**src/rtl/iq_pkg.sv**
```systemverilog
// iq_pkg: types and constants shared by the IQ sample writer and reader.
//   iq_state_t : writer FSM states (READ = collect one I/Q pair, WRITE = push packed word)
//   SAMPLE_MAX : largest packed component value (saturation ceiling)
//   SAMPLE_MIN : smallest packed component value (saturation floor)
package iq_pkg;

    typedef enum logic {
        READ  = 1'b0,
        WRITE = 1'b1
    } iq_state_t;

    localparam logic signed [15:0] SAMPLE_MAX = 16'sh7FFF;
    localparam logic signed [15:0] SAMPLE_MIN = 16'sh8000;

endpackage

```
**src/rtl/iq_write_if.sv**
```systemverilog
// iq_write_if: FIFO-side bus of iq_write.
//   i_data_in/i_empty/i_rd_en : show-ahead I sample FIFO
//   q_data_in/q_empty/q_rd_en : show-ahead Q sample FIFO
//   out_dout/out_full/out_wr_en : packed IQ word output FIFO
// master = the writer block, slave = the FIFOs around it.
interface iq_write_if #(
    parameter int DATA_WIDTH = 32
);
    logic [DATA_WIDTH-1:0] i_data_in;
    logic                  i_empty;
    logic                  i_rd_en;
    logic [DATA_WIDTH-1:0] q_data_in;
    logic                  q_empty;
    logic                  q_rd_en;
    logic [DATA_WIDTH-1:0] out_dout;
    logic                  out_full;
    logic                  out_wr_en;

    modport master (
        input  i_data_in, i_empty, q_data_in, q_empty, out_full,
        output i_rd_en, q_rd_en, out_dout, out_wr_en
    );

    modport slave (
        output i_data_in, i_empty, q_data_in, q_empty, out_full,
        input  i_rd_en, q_rd_en, out_dout, out_wr_en
    );
endinterface

```
**src/rtl/iq_dequant.sv**
```systemverilog
// iq_dequant: combinational dequantizer for one fixed-point component.
//   x      : signed sample with QUANTIZE_WIDTH fractional bits
//   sample : x rounded half-up to an integer, saturated to SAMPLE_WIDTH bits
//   sat    : high when the saturation limit was applied
module iq_dequant
    import iq_pkg::*;
#(
    parameter int DATA_WIDTH     = 32,
    parameter int QUANTIZE_WIDTH = 10,
    parameter int SAMPLE_WIDTH   = 16
) (
    input  logic [DATA_WIDTH-1:0]   x,
    output logic [SAMPLE_WIDTH-1:0] sample,
    output logic                    sat
);
    // One extra bit so adding the rounding constant to the most positive
    // input cannot overflow.
    localparam int W = DATA_WIDTH + 1;
    localparam logic signed [W-1:0] HALF =
        {{(W-QUANTIZE_WIDTH){1'b0}}, 1'b1, {(QUANTIZE_WIDTH-1){1'b0}}};
    localparam logic signed [W-1:0] R_MAX =
        {{(W-SAMPLE_WIDTH){SAMPLE_MAX[SAMPLE_WIDTH-1]}}, SAMPLE_MAX};
    localparam logic signed [W-1:0] R_MIN =
        {{(W-SAMPLE_WIDTH){SAMPLE_MIN[SAMPLE_WIDTH-1]}}, SAMPLE_MIN};

    logic signed [W-1:0] x_ext;
    logic signed [W-1:0] rounded;
    logic signed [W-1:0] r;

    assign x_ext   = {x[DATA_WIDTH-1], x};
    assign rounded = x_ext + HALF;
    assign r       = rounded >>> QUANTIZE_WIDTH;

    always_comb begin
        sample = r[SAMPLE_WIDTH-1:0];
        sat    = 1'b0;
        if (r > R_MAX) begin
            sample = SAMPLE_MAX;
            sat    = 1'b1;
        end else if (r < R_MIN) begin
            sample = SAMPLE_MIN;
            sat    = 1'b1;
        end
    end
endmodule

```
**src/rtl/iq_write.sv**
```systemverilog
// iq_write: pops one I and one Q sample together, dequantizes both and
// pushes the packed word {Q[15:0], I[15:0]} to the output FIFO.
//   clock     : system clock, rising edge
//   reset     : asynchronous, active-low
//   bus       : I/Q input FIFOs and output FIFO (iq_write_if.master)
//   sat_count : packed words with at least one saturated component,
//               sticks at 0xFFFF
// Peak rate is one word every 2 cycles (pop in READ, push in WRITE).
module iq_write
    import iq_pkg::*;
#(
    parameter int DATA_WIDTH     = 32,
    parameter int QUANTIZE_WIDTH = 10,
    parameter int SAMPLE_WIDTH   = 16
) (
    input  logic        clock,
    input  logic        reset,
    iq_write_if.master  bus,
    output logic [15:0] sat_count
);
    iq_state_t               state;
    logic [SAMPLE_WIDTH-1:0] i_sample, q_sample;
    logic                    i_sat, q_sat;
    logic                    pop;

    iq_dequant #(
        .DATA_WIDTH    (DATA_WIDTH),
        .QUANTIZE_WIDTH(QUANTIZE_WIDTH),
        .SAMPLE_WIDTH  (SAMPLE_WIDTH)
    ) u_deq_i (
        .x     (bus.i_data_in),
        .sample(i_sample),
        .sat   (i_sat)
    );

    iq_dequant #(
        .DATA_WIDTH    (DATA_WIDTH),
        .QUANTIZE_WIDTH(QUANTIZE_WIDTH),
        .SAMPLE_WIDTH  (SAMPLE_WIDTH)
    ) u_deq_q (
        .x     (bus.q_data_in),
        .sample(q_sample),
        .sat   (q_sat)
    );

    // Both FIFOs share one pop so I and Q can never drift apart.
    assign pop           = (state == READ) && !bus.i_empty && !bus.q_empty;
    assign bus.i_rd_en   = pop;
    assign bus.q_rd_en   = pop;
    // Full is sampled combinationally; the push retries every cycle.
    assign bus.out_wr_en = (state == WRITE) && !bus.out_full;

    always_ff @(posedge clock or negedge reset) begin
        if (!reset) begin
            state        <= READ;
            bus.out_dout <= '0;
            sat_count    <= '0;
        end else begin
            if (state == READ) begin
                if (pop) begin
                    bus.out_dout <= {q_sample, i_sample};
                    state        <= WRITE;
                    if ((i_sat || q_sat) && (sat_count != 16'hFFFF))
                        sat_count <= sat_count + 16'd1;
                end
            end else begin
                if (!bus.out_full)
                    state <= READ;
            end
        end
    end
endmodule

```
**src/flat_wrapper.sv**
```systemverilog
// flat-port wrapper written by rule: the top's interface ports become plain ports
module iq_write_flat import iq_pkg::*;
#(
    parameter int DATA_WIDTH     = 32,
    parameter int QUANTIZE_WIDTH = 10,
    parameter int SAMPLE_WIDTH   = 16
)
  (clock, reset, sat_count, bus_i_data_in, bus_i_empty, bus_q_data_in, bus_q_empty, bus_out_full, bus_i_rd_en, bus_q_rd_en, bus_out_dout, bus_out_wr_en);
  iq_write_if #(.DATA_WIDTH(DATA_WIDTH)) bus_i ();
  input  logic clock;
  input  logic reset;
  output logic [15:0] sat_count;
  input wire logic [$bits(bus_i.i_data_in)-1:0] bus_i_data_in;
  input wire logic [$bits(bus_i.i_empty)-1:0] bus_i_empty;
  input wire logic [$bits(bus_i.q_data_in)-1:0] bus_q_data_in;
  input wire logic [$bits(bus_i.q_empty)-1:0] bus_q_empty;
  input wire logic [$bits(bus_i.out_full)-1:0] bus_out_full;
  output wire logic [$bits(bus_i.i_rd_en)-1:0] bus_i_rd_en;
  output wire logic [$bits(bus_i.q_rd_en)-1:0] bus_q_rd_en;
  output wire logic [$bits(bus_i.out_dout)-1:0] bus_out_dout;
  output wire logic [$bits(bus_i.out_wr_en)-1:0] bus_out_wr_en;
  assign bus_i.i_data_in = bus_i_data_in;
  assign bus_i.i_empty = bus_i_empty;
  assign bus_i.q_data_in = bus_q_data_in;
  assign bus_i.q_empty = bus_q_empty;
  assign bus_i.out_full = bus_out_full;
  assign bus_i_rd_en = bus_i.i_rd_en;
  assign bus_q_rd_en = bus_i.q_rd_en;
  assign bus_out_dout = bus_i.out_dout;
  assign bus_out_wr_en = bus_i.out_wr_en;
  iq_write #(.DATA_WIDTH(DATA_WIDTH), .QUANTIZE_WIDTH(QUANTIZE_WIDTH), .SAMPLE_WIDTH(SAMPLE_WIDTH)) u_core (.clock(clock), .reset(reset), .bus(bus_i), .sat_count(sat_count));
endmodule
```
**config.mk**
```make
export PLATFORM = sky130hd
export DESIGN_NAME = iq_write_flat
export DESIGN_NICKNAME = d
export VERILOG_FILES = /design/src/rtl/iq_pkg.sv /design/src/rtl/iq_write_if.sv /design/src/rtl/iq_dequant.sv /design/src/rtl/iq_write.sv /design/src/flat_wrapper.sv
export SDC_FILE = /design/constraint.sdc
export NUM_CORES = 1
export LEC_CHECK = 0
export BUFFER_PORTS_ARGS = -buffer_cell sky130_fd_sc_hd__buf_2
export CAP_MARGIN = 20
export CORE_UTILIZATION = 31
export CTS_CLUSTER_SIZE = 24
export DETAILED_ROUTE_END_ITERATION = 10
export PLACE_DENSITY = 0.58
export SETUP_SLACK_MARGIN = 0.05
export SYNTH_ARGS = -nofsm -noshare
export SYNTH_HDL_FRONTEND = slang
export SYNTH_SLANG_ARGS = --single-unit
export TNS_END_PERCENT = 100
```
**constraint.sdc**
```tcl
create_clock -name clock -period 2.25 [get_ports clock]
set_input_delay 0.3375 -clock clock [delete_from_list [all_inputs] [get_ports clock]]
set_output_delay 0.3375 -clock clock [all_outputs]
set_load 0.01 [all_outputs]
```
After elaboration in Yosys (flattened, before gate mapping)
Cells that the tools add are included.
- register bits after elaboration: 49
- output and inout port bits: 51
- order comparisons: 4
- $add $sub $neg: 3
- reductions and logical operators: 10
- muxes and demuxes: 11
- bitwise logic cells: 1
- equality and inequality tests: 1
- operator list (cell ; count):
    $add 32x11->33 const B ; 2
    $mux 16 ; 4
    $gt 23x16->1 const B ; 2
    $lt 23x16->1 const B ; 2
    $add 16x1->16 const B ; 1
    $ne 16x16->1 const B ; 1
    $mux 1 ; 7
    $logic_and 1x1->1 ; 4
    $logic_not 1->1 ; 3
    $reduce_and 3->1 ; 1
    $reduce_and 2->1 ; 1
    $logic_or 1x1->1 ; 1
    $not 1->1 ; 1

Logic depth before layout (Yosys ltp)
- depth in word-level cells: 7
- gate-level depth with buffers: 12
- depth with buffers taken out: 10

Modules after synthesis
Synthesis repeated with hierarchy kept, for this count alone.
- cell total of the unflattened synthesis: 357
- area total of the unflattened synthesis: 3577.2 sq um
- by module, submodules not included (module ; cells an instance ; seq. area each (sq um) ; times used ; area each (sq um)):
    iq_write ; 146 ; 1226.2 ; 1 ; 2049.5
    iq_dequant (u_core.u_deq_i) ; 107 ; 0.0 ; 1 ; 767.0
    iq_dequant (u_core.u_deq_q) ; 104 ; 0.0 ; 1 ; 760.7

Worst setup path before layout
No wires, ideal clock.
- kind: input -> register
- start: input port bus_i_data_in[9]
- end: register u_core.sat_count[6]
- path slack: -419 ps
- stages on the path: 12
- data required time: 2125 ps
- data arrival time: 2544 ps
- setup time: 125 ps
- cells stage by stage: ha_1 nand3_1 or4_1 clkbuf_2 o31a_1 o211ai_1 a211oi_1 or2_4 a31oi_4 buf_6 nand4_2 xnor2_1
- word-level cells in the longest chain between the ends: 7
- elaborated cells on any way between the ends: 8
- classes of those cells: 1 x add/sub; 2 x order compare; 2 x mux; 3 x reduce/logical
- RTL lines (element ; line ; source):
    start: declaration ; flat_wrapper.sv:13 ; input wire logic [$bits(bus_i.i_data_in)-1:0] bus_i_data_in;
    $add 32x11->33 * ; iq_dequant.sv:31 ; assign rounded = x_ext + HALF;
    $lt 23x16->1 ; iq_dequant.sv:40 ; end else if (r < R_MIN) begin
    $mux 1 ; iq_dequant.sv:40 ;
    $mux 1 * ; iq_dequant.sv:37 ; if (r > R_MAX) begin
    $logic_or 1x1->1 * ; iq_write.sv:63 ; if ((i_sat || q_sat) && (sat_count != 16'hFFFF))
    $logic_and 1x1->1 * ; iq_write.sv:63 ;
    $reduce_and 3->1 (no source line) * ; n/a ;
    end signal: assignment ; iq_write.sv:64 ; sat_count <= sat_count + 16'd1;
    end: declaration ; iq_write.sv:19 ; output logic [15:0] sat_count
Mark *: on every way between the ends. The rest lies on a longest branch, timed or not.
A chain may end at the register's enable or synchronous reset.

Worst setup path after layout
- start: input port bus_i_data_in[13]
- end: register u_core.sat_count[1]
Same word-level chain as after synthesis.

==> reports/qor.csv <==
metric;value;unit
count of flip-flops with a built-in enable after synthesis;0;
area of the core;9860;um^2
endpoints failing setup;16;
DRC errors left;0;
Worst Path Arrival;2.60;ns
run status;finished with violations;
most congested layer reported by global routing;met2;
total global routing overflow;0;
most common cell after layout, fill and taps aside;sky130_fd_sc_hd__buf_2;
register bit count reported by yosys;49;
violated checks;setup timing;
net switching power;0.000834;W
antenna violations before repair;0;
number of nets with antenna violations after routing;0;
power density relative to cell area;519;nW/um^2
number of rows created at floorplan;36;
worst slew margin relative to its limit;57.4;%
chip width;103;um
proportion of synthesized flip-flops having asynchronous set or reset;100;%
post-layout min period;2.40;ns
Post-Synthesis Cells;343;
pin slew with the least headroom to its limit;0.639;ns
RSZ-0062 raised after global routing;yes;
synthesized area per cell;9.28;um^2
final net count;592;
Total Negative Setup Slacks;-0.901;ns
root buffer cell;sky130_fd_sc_hd__clkbuf_8;
top flip-flop cell by instance count after synthesis;sky130_fd_sc_hd__dfrtp_1;
beginning of the critical path;bus_i_data_in[13];
maximum level of the CTS H-tree;2;
chip height;103;um
post-detailed-routing wire length;9060;um
post-synthesis to final-layout area growth;50.0;%
internal portion of total power;0.00164;W
element type at the critical path end;register;
quantity of I/O buffers inserted on ports;101;
starting utilization of the core area;32.3;%
per-cell routed wire length;13.9;um
maximum achievable frequency;416;MHz
number of global-route vias before repair;3008;
number of nets produced by synthesis;415;
Worst R2R Path Depth;9;
reg2reg end;u_core.sat_count[1];
share of cells above drive strength 1;44.0;%
Starting DRT DRC Count;81;
clock net sink count;49;
Slew Viols, Final;0;
largest voltage drop on the vdd net;0.242;mV
fraction of the yosys area taken by sequential cells;38.5;%
total global routing track utilization;16.8;%
detailed placer's ending HPWL;6910;um
largest net degree at the start of global routing;62;
post-CTS clock slew at the launch and capture registers of the worst setup and hold paths;0.09;ns
yosys synthesis warning count;0;
power share of the sequential group;46.0;%
Static Leakage;2.01;nW
class of the most critical hold timing path;in2async;
first drt pass iteration count;4;
total via count after detailed routing;3262;
met1 global-route usage;21.8;%
number of buffers inserted for hold repair after clock tree synthesis;0;
Cell variety after synth;52;
met3 routing resource usage after global routing;2.35;%
number of buffers created by CTS;5;
total die area;10700;um^2
final worst-path setup slack;-0.152;ns
element type at the critical path start;input port;
Hold Slack;0.125;ns
peak fanout along the critical path;16;
number of buffers on the longest clock path;2;
power share of the clock group;21.5;%
Tot Pwr;0.00248;W
switching power share of the total;33.7;%
top cells by area in the synthesized netlist;sky130_fd_sc_hd__dfrtp_1 (39%), sky130_fd_sc_hd__xnor2_1 (7.4%), sky130_fd_sc_hd__o211ai_1 (6.6%), sky130_fd_sc_hd__o21a_1 (6.6%), sky130_fd_sc_hd__xor2_1 (5.2%);
netlist area before placement;3180;um^2
share of total power in combinational logic;32.6;%
setup slack, reg-to-reg;0.10;ns
Final GP Congestion;0.930;
count of antenna diodes in the layout;0;
met2 layer usage reported by global route;29.1;%
final core utilization;48.4;%
Final period util;107;%
CTS tree;yes;
clock latency on the worst-skew pair;0.30;ns
start-to-end type of the worst setup path;in2reg;
I/O pin count;120;
most frequent cells in the layout;sky130_fd_sc_hd__buf_2 (95), sky130_fd_sc_hd__buf_4 (79), sky130_fd_sc_hd__dfrtp_1 (49);
Required @ worst endpoint;2.45;ns
area leader, netlist;sky130_fd_sc_hd__dfrtp_1;
final number of hold-violating endpoints;0;
worst reg2reg path startpoint;u_core.sat_count[9];
number of vias per cell after detailed routing;4.99;
Worst Skew;0.00568;ns
wire length of the first global-routing pass;14200;um
fraction of synthesized cell area taken by the top area cell type;38.5;%
# Max-Cap Violations;0;
## critical path: stages
cell and delay (ns):
sky130_fd_sc_hd__buf_8 0.08, sky130_fd_sc_hd__nand4_4 0.10, sky130_fd_sc_hd__or4_4 0.60, sky130_fd_sc_hd__o31a_1 0.26, sky130_fd_sc_hd__o211ai_1 0.23, sky130_fd_sc_hd__a211oi_2 0.07, sky130_fd_sc_hd__or2_4 0.27, sky130_fd_sc_hd__a31oi_4 0.18
sky130_fd_sc_hd__buf_12 0.16, sky130_fd_sc_hd__mux2_2 0.33
## state kept, by name, summed over array words and instances (netlist names)
name / flops
u_core.bus.out_dout: 32
u_core.sat_count: 16
u_core.state: 1
## per-layer routing
metal | part of all wire (%) | vias to the layer above | wire (um)
met4 | 1.9 | 0 | 174
met1 | 46 | 1549 | 4120
met2 | 49 | 82 | 4420
met3 | 3.8 | 12 | 342
met5 | 0 | - | 0
li1 | - | 1619 | -
## power by group through the flow
stage | logic [W] | registers (W) | clock network [W]
final | 0.000806 | 0.00114 | 0.000532
after CTS | 0.000795 | 0.00114 | 0.000556
after global placement | 0.000759 | 0.00115 | 0
after floorplan | 0.000299 | 0.00122 | 0
after global routing | 0.000881 | 0.00116 | 0.000585
after detailed placement | 0.000771 | 0.00116 | 0
## Yosys cell counts, drive strengths merged, types with 3 or more instances
master and instances:
a31oi 5, nor2b 3, inv 3, xor2 19, ha 3, nand2 33
buf 5, dfrtp 49, xnor2 27, nand3 28, and4 5, o21a 28
nand4 14, nor4 7, and3 11, clkbuf 12, o21ai 5, nand4b 3
nor3 3, or2 5, o211ai 28, and2 5, nor2 18
## area by class of cell
class                      instances  area (um^2)
fill                             968         5090
multi-input combinational        273         2010
timing repair buffer             187         1260
sequential                        49         1230
tap                              133          166
clock buffer                       5         68.8
clock inverter                     3         21.3
inverter                           4         15.0
## through the flow
step                std cells  worst slack [ns]  area (um^2)
floorplan                 343            -0.333         3220
global placement          642            -0.508         4460
detailed placement        642            -0.634         4460
CTS                       653            -0.129         4680
global route              654            -0.232         4770
finish                    654            -0.152         4770
## timing repair
action / CTS / global route
cloned: 1 / 1
pin swaps: 0 / 6
setup buffers: 2 / 0
gates resized for setup: 18 / 18
endpoints found under the setup margin: 31 / 46
## cell families (layout without fill, tap and decap cells)
group / count (synthesis) / in the layout / synth area share (%)
and+or+nand+nor: 141 / 141 / 24.1
AOI/OAI and AO/OA: 80 / 80 / 19.5
DFF: 49 / 49 / 38.5
xor gates and xnor gates: 46 / 46 / 12.7
buffers and inverters: 21 / 199 / 2.95
adders and majority gates: 3 / 3 / 1.18
muxes: 3 / 3 / 1.02
## worst max path at each step
stage / endpoint / slack, ns / depth (start not counted)
after floorplan: u_core.sat_count[6] / -0.33 / 12
after global placement: u_core.sat_count[1] / -0.51 / 10
after detailed placement: u_core.sat_count[1] / -0.63 / 11
after CTS: u_core.sat_count[1] / -0.13 / 10
after global routing: u_core.sat_count[1] / -0.23 / 12
final: u_core.sat_count[1] / -0.15 / 10
Note: power is estimated with default switching activity, not from simulation.
